==> config.mk <==
export PLATFORM = sky130hd
export DESIGN_NAME = dsec_flow_ctrl
export DESIGN_NICKNAME = d
export VERILOG_FILES = /design/src/rtl/dsec_ctrl_pkg.sv /design/src/rtl/dsec_wdog.sv /design/src/rtl/dsec_flow_ctrl.sv
export SDC_FILE = /design/constraint.sdc
export NUM_CORES = 1
export LEC_CHECK = 0
export CAP_MARGIN = 5
export CORE_MARGIN = 4
export CORE_UTILIZATION = 47
export CTS_CLUSTER_DIAMETER = 150
export DETAILED_ROUTE_END_ITERATION = 7
export GPL_ROUTABILITY_DRIVEN = 1
export PLACE_DENSITY_LB_ADDON = 0.2
export RECOVER_POWER = 25
export SLEW_MARGIN = 30
export SYNTH_ARGS = -nofsm -noshare
export SYNTH_HDL_FRONTEND = slang
export SYNTH_SLANG_ARGS = --single-unit
==> constraint.sdc <==
create_clock -name clk -period 2.4 [get_ports clk]
set_clock_uncertainty 0.05 [all_clocks]
set_input_delay 0.48 -clock clk [delete_from_list [all_inputs] [get_ports clk]]
set_output_delay 0.48 -clock clk [all_outputs]
set_load 0.05 [all_outputs]
==> src/rtl/dsec_ctrl_pkg.sv <==
// Shared definitions for the DSEC flow controller: FSM state encoding and latched error codes.
package dsec_ctrl_pkg;

  typedef enum logic [2:0] {
    IDLE,
    RUN,
    KEYCFG,
    EMIT,
    DUMP,
    ERROR
  } state_t;

  localparam logic [7:0] ERR_NONE    = 8'h00;
  localparam logic [7:0] ERR_PROTO   = 8'h01;
  localparam logic [7:0] ERR_OVERRUN = 8'h02;
  localparam logic [7:0] ERR_TIMEOUT = 8'h03;

endpackage

==> src/rtl/dsec_wdog.sv <==
// Output watchdog: counts enabled cycles and flags the TIMEOUT-th one; only instantiated when TIMEOUT > 0.
module dsec_wdog #(
  parameter int unsigned TIMEOUT = 256
) (
  input  logic clk,
  input  logic rst,
  input  logic en,
  input  logic clr,
  output logic expired
);

  localparam int unsigned CW = (TIMEOUT > 1) ? $clog2(TIMEOUT) : 1;

  logic [CW-1:0] cnt;

  // Combinational flag so the FSM can act on the very edge that completes TIMEOUT waiting cycles.
  assign expired = en && (cnt == CW'(TIMEOUT - 1));

  always_ff @(posedge clk) begin
    if (!rst || clr) begin
      cnt <= '0;
    end else if (en) begin
      cnt <= cnt + 1'b1;
    end
  end

endmodule

==> src/rtl/dsec_flow_ctrl.sv <==
// DSEC top-level control FSM: stall/rdy generation, output handshake, end-of-stream dump,
// key-config hold, first-wins error latch and accepted-word counter. All outputs registered.
module dsec_flow_ctrl
  import dsec_ctrl_pkg::*;
#(
  parameter int unsigned ERR_W    = 64,
  parameter int unsigned CNT_W    = 32,
  parameter int unsigned TIMEOUT  = 256,
  parameter bit          ENCRY_EN = 1'b1
) (
  input  logic             clk,
  input  logic             rst,
  input  logic             key_config,
  input  logic             in_valid,
  input  logic             in_last,
  input  logic             out_rcvd,
  input  logic             shcn_done,
  input  logic             comp_rdy,
  input  logic             encry_rdy,
  input  logic             comp_flushed,
  input  logic             error_clr,
  output logic             stall,
  output logic             rdy,
  output logic             out_valid,
  output logic             dump_comp,
  output logic             error,
  output logic [ERR_W-1:0] error_code,
  output logic [CNT_W-1:0] word_count
);

  state_t           state, ns;
  logic             dump_pend;
  logic             eng_rdy;
  logic             wd_expired;
  logic             accept, set_pend, clr_pend;
  logic [7:0]       det;
  logic [ERR_W-9:0] snap;

  assign eng_rdy = comp_rdy && (encry_rdy || !ENCRY_EN);

  generate
    if (TIMEOUT > 0) begin : g_wdog
      logic wd_en, wd_clr;
      assign wd_en  = (state == EMIT) && !out_rcvd;
      assign wd_clr = (state != EMIT) || out_rcvd;
      dsec_wdog #(.TIMEOUT(TIMEOUT)) u_wdog (
        .clk     (clk),
        .rst     (rst),
        .en      (wd_en),
        .clr     (wd_clr),
        .expired (wd_expired)
      );
    end else begin : g_no_wdog
      assign wd_expired = 1'b0;
    end

    if (CNT_W >= ERR_W - 8) begin : g_snap_trunc
      assign snap = word_count[ERR_W-9:0];
    end else begin : g_snap_ext
      assign snap = {{(ERR_W - 8 - CNT_W){1'b0}}, word_count};
    end
  endgenerate

  // Error detection overrides every other transition; ERROR never sets det, so the first code sticks.
  always_comb begin
    ns       = state;
    det      = ERR_NONE;
    accept   = 1'b0;
    set_pend = 1'b0;
    clr_pend = 1'b0;
    case (state)
      IDLE: if (eng_rdy && !key_config) ns = RUN;
      RUN: begin
        if (in_valid && !rdy)                   det = ERR_PROTO;
        else if (key_config)                    ns  = KEYCFG;
        else if (shcn_done)                     ns  = EMIT;
        else if (in_valid && in_last && rdy) begin
          ns       = DUMP;
          set_pend = 1'b1;
        end
      end
      KEYCFG: if (!key_config) ns = RUN;
      EMIT: begin
        if (shcn_done && !out_rcvd) det = ERR_OVERRUN;
        else if (wd_expired)        det = ERR_TIMEOUT;
        else if (out_rcvd) begin
          accept = 1'b1;
          if (key_config)     ns = KEYCFG;
          else if (shcn_done) ns = EMIT;
          else if (dump_pend) ns = DUMP;
          else                ns = RUN;
        end
      end
      DUMP: begin
        if (shcn_done) ns = EMIT;
        else if (comp_flushed) begin
          ns       = IDLE;
          clr_pend = 1'b1;
        end
      end
      ERROR: if (error_clr) ns = IDLE;
      default: ns = IDLE;
    endcase
    if (det != ERR_NONE) ns = ERROR;
  end

  always_ff @(posedge clk) begin
    if (!rst) begin
      state      <= IDLE;
      stall      <= 1'b1;
      rdy        <= 1'b0;
      out_valid  <= 1'b0;
      dump_comp  <= 1'b0;
      error      <= 1'b0;
      error_code <= '0;
      word_count <= '0;
      dump_pend  <= 1'b0;
    end else begin
      state     <= ns;
      stall     <= 1'b1;
      rdy       <= 1'b0;
      out_valid <= 1'b0;
      dump_comp <= 1'b0;
      case (ns)
        RUN: begin
          rdy   <= eng_rdy;
          stall <= !in_valid;
        end
        EMIT: out_valid <= 1'b1;
        // Only the RUN->DUMP entry starts a dump; returning from EMIT continues the same one.
        DUMP: dump_comp <= (state == RUN);
        default: ;
      endcase
      if (accept) word_count <= word_count + 1'b1;
      if (set_pend)      dump_pend <= 1'b1;
      else if (clr_pend) dump_pend <= 1'b0;
      if (det != ERR_NONE) begin
        error      <= 1'b1;
        error_code <= {snap, det};
      end else if (state == ERROR && error_clr) begin
        error      <= 1'b0;
        error_code <= '0;
      end
    end
  end

endmodule

==> reports/results.ini, run 1 <==
[run_status]
outcome=finished, final reports clean

[setup_path]
required_ps=1870
worst_setup_path_end_kind=output pin
worstSetupPathType=flip-flop to output pin
critPathBufInv=1
crit_chain=clkdlybuf4s50_1
crit_family=buffers and inverters
arrival_ps=1710
cp_slowest_stage_delay_ps=890
cpMaxStageDelayCell=clkdlybuf4s50_1
start_kind=flip-flop
cp_max_fo=8

[drt]
via_per_inst=5.12
wl_met1_mm=3.93
drc=0
dr_wl_met2_mm=4.08
routed.top_layer=met4
drt-wirelength-per-cell_um=13.7
wl_met3_um=580
routed_wl_mm=8.70
first_pass_iters=4
drtAntennaViolNets=0
vias=3254
drtIter0Drc=139

[sta]
worst_pin_slew_ps=786
setup_tns_ps=0
rsz0062_at_grt=no
hold_violations=0
fin_crit_ps=2240
final-setup-viol-count=0
final.period_utilization=0.932
max_freq_mhz=447
drv_slew=0
max-slew-margin-rel=0.476

[clock_network]
cts_sinks=83
cts-hold-fix-buffers=0
clkTransAtPathRegs_ps=70
cts.path.max_buffers=2
cts_root_buf=clkbuf_8
clkLatencyLatePin_ps=340
htree_levels=3
cts_buffers=9
postCtsSetupBuffers=0
ctsResizeCount=0
cts_tree=built

[logic_synthesis]
synthesis.area_um2=3750
synth_cells=446
syn_area_per_cell_um2=8.40
seq_area_frac_synth=0.443
synth_top_cell_by_area=dfxtp_1
synth_top_area_frac=0.443
synth_warnings=0
synth_top_cells_by_area=dfxtp_1 44%, nand3_1 6.7%, buf_4 6.2%
synth-seq-cells=83
synth_cell_type_count=43

[placed_design]
place.gp.congestion=0.874
dpl.hpwl_mm=6.35
dpl.cell_count=620
portBuffers=81

[grt]
grt_pass1_wl_mm=14.6
track_usage=0.183
grt_max_degree=40
overflow=0
antenna_found_initial=0
grt_pass1_vias=3028

[power_and_ir_drop]
p_total_w=0.00256
cellLeakagePower_nw=1.66
ir_drop_v=0.000321
cellPowerDensity_nw_per_um2=542

[final_layout]
fillers=707
fin_nets=542
post-route-util=0.612
drive_above_1_share=0.0563
stdcell_count=635
layout-area-overhead-vs-synth_pct=26.1
antenna_cells=0

[hold_path]
hold_path.class=flip-flop to flip-flop

[die]
die-height_um=97.3
die_area_um2=9470
start_util=0.485
core_um2=7730
rows=32
ios=112
fp.dieW_um=97.3

[flow_run]
drv_cap=0

==> logic make-up (layout without fill, tap and decap cells) <==
| logic type | after synthesis | in the layout | share of synthesized area |
|---|---|---|---|
| other | 1 | 30 | 0.00100 |
| AO/OA/AOI/OAI | 53 | 53 | 0.0794 |
| flip-flops | 83 | 83 | 0.443 |
| adder cells (fa/ha/maj) | 2 | 2 | 0.00667 |
| XOR/XNOR | 34 | 34 | 0.0794 |
| AND/OR/NAND/NOR | 214 | 214 | 0.295 |
| buffers and inverters | 59 | 117 | 0.0948 |
==> cell usage after synthesis, drive strengths merged <==
cell	instances
nor2b	6
inv	7
clkbuf	10
nor3	9
o311ai	1
nor4	4
o21a	2
xnor2	12
nand3	50
nand2b	4
dfxtp	83
nor2	48
buf	42
or3	7
and4	4
nand2	48
a21oi	37
nand4	13
and2	3
and4bb	1
o31ai	2
a22oi	1
ha	2
a31oi	2
or2	1
nand3b	2
o221ai	1
o32a	1
a32o	1
o21ai	5
nand4b	1
xor2	22
nor3b	3
and3	8
conb	1
nor4b	2
==> sequential cells by signal, indices dropped and copies added, names as in the netlist <==
| register | flops |
|---|---|
| dump_comp | 1 |
| dump_pend | 1 |
| error | 1 |
| error_code | 34 |
| g_wdog.u_wdog.cnt | 8 |
| out_valid | 1 |
| rdy | 1 |
| stall | 1 |
| state | 3 |
| word_count | 32 |
==> cells in the final DEF, fill, tap and decap left out, drive strengths merged, types with 5 or more instances in the layout <==
| cell type | netlist | final |
|---|---|---|
| nor3 | 9 | 9 |
| a21oi | 37 | 37 |
| xnor2 | 12 | 12 |
| clkbuf | 10 | 14 |
| or3 | 7 | 7 |
| dlygate4sd3 | 0 | 6 |
| nor2b | 6 | 6 |
| o21ai | 5 | 5 |
| nand4 | 13 | 13 |
| and3 | 8 | 8 |
| nand3 | 50 | 50 |
| dfxtp | 83 | 83 |
| buf | 42 | 10 |
| nor2 | 48 | 48 |
| xor2 | 22 | 22 |
| inv | 7 | 7 |
| clkdlybuf4s50 | 0 | 75 |
| nand2 | 48 | 48 |
| conb | 1 | 30 |
==> path summary, 6_finish.rpt <==
check	start	to	slack, ps	cells after the start
worst max-delay path	word_count[7]	word_count[7]	160	1
worst min-delay path	error	error	410	2
worst max register to register	state[1]	error_code[25]	270	6
worst min register to register	error	error	410	2
==> through the flow <==
stage | hold WS, ps | instance area, um2 | setup WS [ps]
final | 414 | 4730 | 163
after floorplan | 376 | 3860 | 249
after CTS | 415 | 4780 | 141
after global placement | 395 | 4600 | 77.6
after detailed placement | 401 | 4600 | 29.4
after global routing | 428 | 4730 | 90.5
==> tightest hold or removal path, stage by stage (launching register included) <==
cell     delay (ps)
dfxtp_1         320
nand2_1          50
a21oi_1          50
==> per-layer routing <==
| layer | vias to the layer above | global-route usage |
|---|---|---|
| met1 | 1523 | 0.241 |
| li1 | 1625 | - |
| met5 | - | 0 |
| met2 | 97 | 0.298 |
| met4 | 0 | 0.0639 |
| met3 | 9 | 0.0402 |
==> where the power goes <==
| part | total, W | switching [W] | internal, W |
|---|---|---|---|
| sequential | 0.00139 | 0.00000994 | 0.00138 |
| clock | 0.000940 | 0.000469 | 0.000472 |
| combinational | 0.000229 | 0.000182 | 0.0000461 |
==> cell type report <==
class                   count  area, um2  area share
clock buffers              10        128      0.0270
well taps                 102        128      0.0270
clock inverters             5       55.1      0.0116
multi-input cells         333       1810       0.383
flip-flops and latches     83       1660       0.352
repair buffers             95        920       0.195
inverters                   7       26.3     0.00556
Note: power is estimated with default switching activity, not from simulation.
==> run 2, diff against run 1 <==
--- a/config.mk
+++ b/config.mk
@@ -11,7 +11,8 @@
 export CTS_CLUSTER_DIAMETER = 150
 export DETAILED_ROUTE_END_ITERATION = 7
 export GPL_ROUTABILITY_DRIVEN = 1
-export PLACE_DENSITY_LB_ADDON = 0.2
+export GPL_TIMING_DRIVEN = 0
+export PLACE_DENSITY_LB_ADDON = 0.05
 export RECOVER_POWER = 25
 export SLEW_MARGIN = 30
 export SYNTH_ARGS = -nofsm -noshare
==> run 2 against run 1 <==
First-iteration DRC count is 9.4% lower. Fmax is 0.51% lower. Die area stayed put. Flip-flop and latch count stayed put. Hold slack worse by 1.9 ps. Sequential power hardly changed. Clock power is 2% lower. Clock-buffer cell count stayed put. Critical path depth stayed put.
==> reports/results.ini, run 2 (synthesis results as in run 1) <==
[clock_network]
clkTransAtPathRegs_ps=90
cts_buffers=9
cts_root_buf=clkbuf_8
cts_tree=built
cts-hold-fix-buffers=0
ctsResizeCount=0
cts_sinks=83
clkLatencyLatePin_ps=350
htree_levels=3
cts.path.max_buffers=2
postCtsSetupBuffers=0

[hold_path]
worstHoldPathCells=1
whs_endpoint=g_wdog.u_wdog.cnt[0]
hold_path.class=flip-flop to flip-flop
worstHoldStart=g_wdog.u_wdog.cnt[0]

[grt]
antenna_found_initial=0
grt_pass1_wl_mm=15.6
grt_max_degree=16
overflow=0
grt_pass1_vias=3211
track_usage=0.199

[setup_path]
cp_max_fo=8
worstSetupPathType=flip-flop to output pin
cpMaxStageDelayCell=clkdlybuf4s50_1
required_ps=1870
reg2regPathDepth=8
critPathBufInv=1
start_kind=flip-flop
arrival_ps=1720
worst_setup_path_end_kind=output pin
reg2reg_slack_ps=190
cp_slowest_stage_delay_ps=880
crit_chain=clkdlybuf4s50_1
r2r-start=state[0]
r2r-end=error_code[39]
crit_family=buffers and inverters

[die]
core_um2=7730
fp.dieW_um=97.3
start_util=0.485
ios=112
die_area_um2=9470
rows=32
die-height_um=97.3

[sta]
final.period_utilization=0.937
fin_ws_ps=152
setup_tns_ps=0
hold_violations=0
final-setup-viol-count=0
max-slew-margin-rel=0.552
drv_slew=0
worst_pin_slew_ps=667
rsz0062_at_grt=no
fin_crit_ps=2250
max_freq_mhz=445
holdWs_ps=412

[power_and_ir_drop]
ir_drop_v=0.000289
cellLeakagePower_nw=1.89
cellPowerDensity_nw_per_um2=522

[final_layout]
multi_input_area_um2=1840
largest_reg_flops=34
antenna_cells=0
fillers=664
largest-register=error_code
stdcell_count=673
reg_top3=error_code x34, word_count x32, g_wdog.u_wdog.cnt x8
mostFrequentLayoutCells=83 x dfxtp_1, 60 x clkdlybuf4s50_1, 50 x nand3_1, 48 x nand2_1, 48 x nor2_1
fin_nets=579
mostFrequentLayoutCell=dfxtp_1
seqCellArea_um2=1660
post-route-util=0.643
drive_above_1_share=0.109
layout-area-overhead-vs-synth_pct=32.5

[drt]
first_pass_iters=4
drtAntennaViolNets=0
drc=0
vias=3399
via_per_inst=5.05
routed_wl_mm=9.45
drt-wirelength-per-cell_um=14.0
drtIter0Drc=126

[placed_design]
place.gp.congestion=0.912
dpl.hpwl_mm=6.83
dpl.cell_count=657
pre_cts_slack_ps=-322
portBuffers=80

[run_status]
outcome=finished, final reports clean

[flow_run]
drv_cap=0

run 2: cell types whose count changed in the layout (fill, tap and decap cells not counted), sizes merged:
cell           previous run  this run
buf                      10        40
bufinv                    1         0
clkbuf                   14        22
clkdlybuf4s50            75        60
clkinv                    2         3
clkinvlp                  2         1
dlygate4sd3               6        19
dlymetal6s2s              0         1
inv                       7         9
run 2: layout make-up:
class                   count  area share
multi-input cells         333       0.371
flip-flops and latches     83       0.335
repair buffers             80       0.162
plain buffers              52      0.0663
clock buffers              10      0.0257
well taps                 102      0.0257
clock inverters             6      0.0101
inverters                   7     0.00529
run 2: layer usage:
metal	track usage	share of wire
met5	0	0
met4	0.0714	0.017
met3	0.0524	0.067
met2	0.311	0.45
met1	0.267	0.47
run 2: report_power, final:
group / total, W / internal (W) / switching (W)
Combinational: 0.000283 / 0.0000799 / 0.000204
Sequential: 0.00139 / 0.00138 / 0.00000528
Clock: 0.000923 / 0.000389 / 0.000534
run 2: per-stage QoR:
step | total power (W) | instance area (um2)
after CTS | 0.00261 | 4960
final | 0.00259 | 4970
after detailed placement | 0.00170 | 4790
after global routing | 0.00270 | 4970
after floorplan | 0.00164 | 3860
after global placement | 0.00170 | 4790
run 2: worst max path at each step:
stage	from	to	slack, ps	cells past startpoint
after floorplan	word_count[3]	word_count[19]	250	6
after detailed placement	out_rcvd	error_code[37]	-320	7
after global routing	state[0]	error_code[26]	60	8
after CTS	out_rcvd	error_code[37]	50	7
after global placement	out_rcvd	error_code[36]	-280	7
final	word_count[7]	word_count[7]	150	1
==> run 3, diff against run 2 <==
--- a/config.mk
+++ b/config.mk
@@ -12,6 +12,8 @@
 export DETAILED_ROUTE_END_ITERATION = 7
 export GPL_ROUTABILITY_DRIVEN = 1
 export GPL_TIMING_DRIVEN = 0
+export HOLD_SLACK_MARGIN = 0.12
+export MAX_ROUTING_LAYER = met4
 export PLACE_DENSITY_LB_ADDON = 0.05
 export RECOVER_POWER = 25
 export SLEW_MARGIN = 30
==> run 3 against run 2 <==
Hold slack improved by 3.7 ps. Non-clock buffer count unchanged. Sequential power about the same. Global-route usage grew 0.49 points. Clock power down 2.9%. Largest cell class unchanged. Worst setup slack gained 11 ps. Flip-flop and latch count unchanged. Via count increased by 0.88%. Sequential share of layout area is 0.059 points higher. Final area decreased by 0.18%. Fmax rose by 0.49%. Critical endpoint unchanged. Critical path depth stayed put.
==> reports/results.ini, run 3 (synthesis results as in run 1) <==
[final_layout]
fin_nets=579
stdcell_count=673
reg_top3=error_code x34, word_count x32, g_wdog.u_wdog.cnt x8
layout-area-overhead-vs-synth_pct=32.2
mostFrequentLayoutCells=83 x dfxtp_1, 56 x clkdlybuf4s50_1, 50 x nand3_1, 48 x nand2_1, 48 x nor2_1
drive_above_1_share=0.107
seqCellArea_um2=1660
postLayoutCellArea_um2=4960
mostFrequentLayoutCell=dfxtp_1
largest-register=error_code
largest_reg_flops=34
multi_input_area_um2=1840
fillers=677
antenna_cells=0

[setup_path]
start_kind=flip-flop
crit_end=word_count[7]
worst_setup_path_end_kind=output pin
worstSetupPathType=flip-flop to output pin
path_depth=1
crit_family=buffers and inverters
crit_chain=clkdlybuf4s50_1
reg2reg_slack_ps=240
crit_start=word_count[7]
reg2regPathDepth=8
r2r-end=error_code[8]
arrival_ps=1710
cp_slowest_stage_delay_ps=890
r2r-start=state[0]
required_ps=1870
critPathBufInv=1
cp_max_fo=8
cpMaxStageDelayCell=clkdlybuf4s50_1

[clock_network]
clkLatencyLatePin_ps=360
clkTransAtPathRegs_ps=80
cts_tree=built
cts-hold-fix-buffers=0
cts_sinks=83
ctsResizeCount=0
htree_levels=3
cts_root_buf=clkbuf_8
postCtsSetupBuffers=0
cts_buffers=9
cts.path.max_buffers=2

[sta]
max-slew-margin-rel=0.552
worst_pin_slew_ps=667
rsz0062_at_grt=no
fin_ws_ps=163
fin_crit_ps=2240
drv_slew=0
setup_tns_ps=0
final-setup-viol-count=0
max_freq_mhz=447
final.period_utilization=0.932
hold_violations=0

[drt]
drtIter0Drc=122
drc=0
via_per_inst=5.10
vias=3429
routed_wl_mm=9.52
drtAntennaViolNets=0
first_pass_iters=4
drt-wirelength-per-cell_um=14.2

[die]
core_um2=7730
rows=32
start_util=0.485
fp.dieW_um=97.3
die_area_um2=9470
ios=112
die-height_um=97.3

[power_and_ir_drop]
p_seq_frac=0.541
p_total_w=0.00257
p_switching_w=0.000721
clkPwrFrac=0.349
p_int_w=0.00184
cellLeakagePower_nw=1.89
comb_power_share=0.110
switching_share=0.281
ir_drop_v=0.000309
cellPowerDensity_nw_per_um2=518

[grt]
grt_pass1_wl_mm=15.5
grt_pass1_vias=3183
antenna_found_initial=0
track_usage=0.204
grt_max_degree=15
overflow=0

[placed_design]
place.gp.congestion=0.950
pre_cts_slack_ps=-331
portBuffers=80
dpl.hpwl_mm=6.94
postPlaceCellArea_um2=4790
dpl.cell_count=657

[hold_path]
hold_path.class=flip-flop to flip-flop
worstHoldPathCells=2

[run_status]
outcome=finished, final reports clean

[flow_run]
drv_cap=0

-- run 3: layout make-up --
type                    count  area share
multi-input cells         333       0.371
flip-flops and latches     83       0.335
repair buffers             80       0.162
plain buffers              52      0.0664
clock buffers              11      0.0265
well taps                 102      0.0257
clock inverters             5     0.00757
inverters                   7     0.00530
-- run 3: power groups by stage --
| stage | Combinational (W) | Sequential, W | Clock (W) |
|---|---|---|---|
| floorplan | 0.000211 | 0.00143 | 0 |
| global route | 0.000300 | 0.00139 | 0.000969 |
| finish | 0.000283 | 0.00139 | 0.000896 |
| global placement | 0.000278 | 0.00142 | 0 |
| detailed placement | 0.000280 | 0.00142 | 0 |
| CTS | 0.000281 | 0.00139 | 0.000914 |
-- run 3: how the worst min path moves through the flow --
| stage | startpoint | end | slack [ps] |
|---|---|---|---|
| floorplan | g_wdog.u_wdog.cnt[0] | g_wdog.u_wdog.cnt[0] | 380 |
| global placement | g_wdog.u_wdog.cnt[0] | g_wdog.u_wdog.cnt[0] | 390 |
| detailed placement | g_wdog.u_wdog.cnt[0] | g_wdog.u_wdog.cnt[0] | 410 |
| CTS | error_code[22] | error_code[22] | 420 |
| global route | error_code[22] | error_code[22] | 430 |
| finish | error_code[17] | error_code[17] | 420 |
-- run 3: per-stage QoR --
step / hold slack (ps) / util
floorplan: 376 / -
finish: 415 / 0.642
detailed placement: 406 / 0.619
global placement: 390 / 0.619
global route: 434 / 0.642
CTS: 421 / 0.641
-- run 3: layer usage --
| metal | track usage | share of wire | wire length, um |
|---|---|---|---|
| met1 | 0.273 | 0.46 | 4410 |
| met3 | 0.0402 | 0.066 | 627 |
| met4 | 0.0682 | 0.012 | 110 |
| met2 | 0.312 | 0.46 | 4380 |
| met5 | - | 0 | 0 |
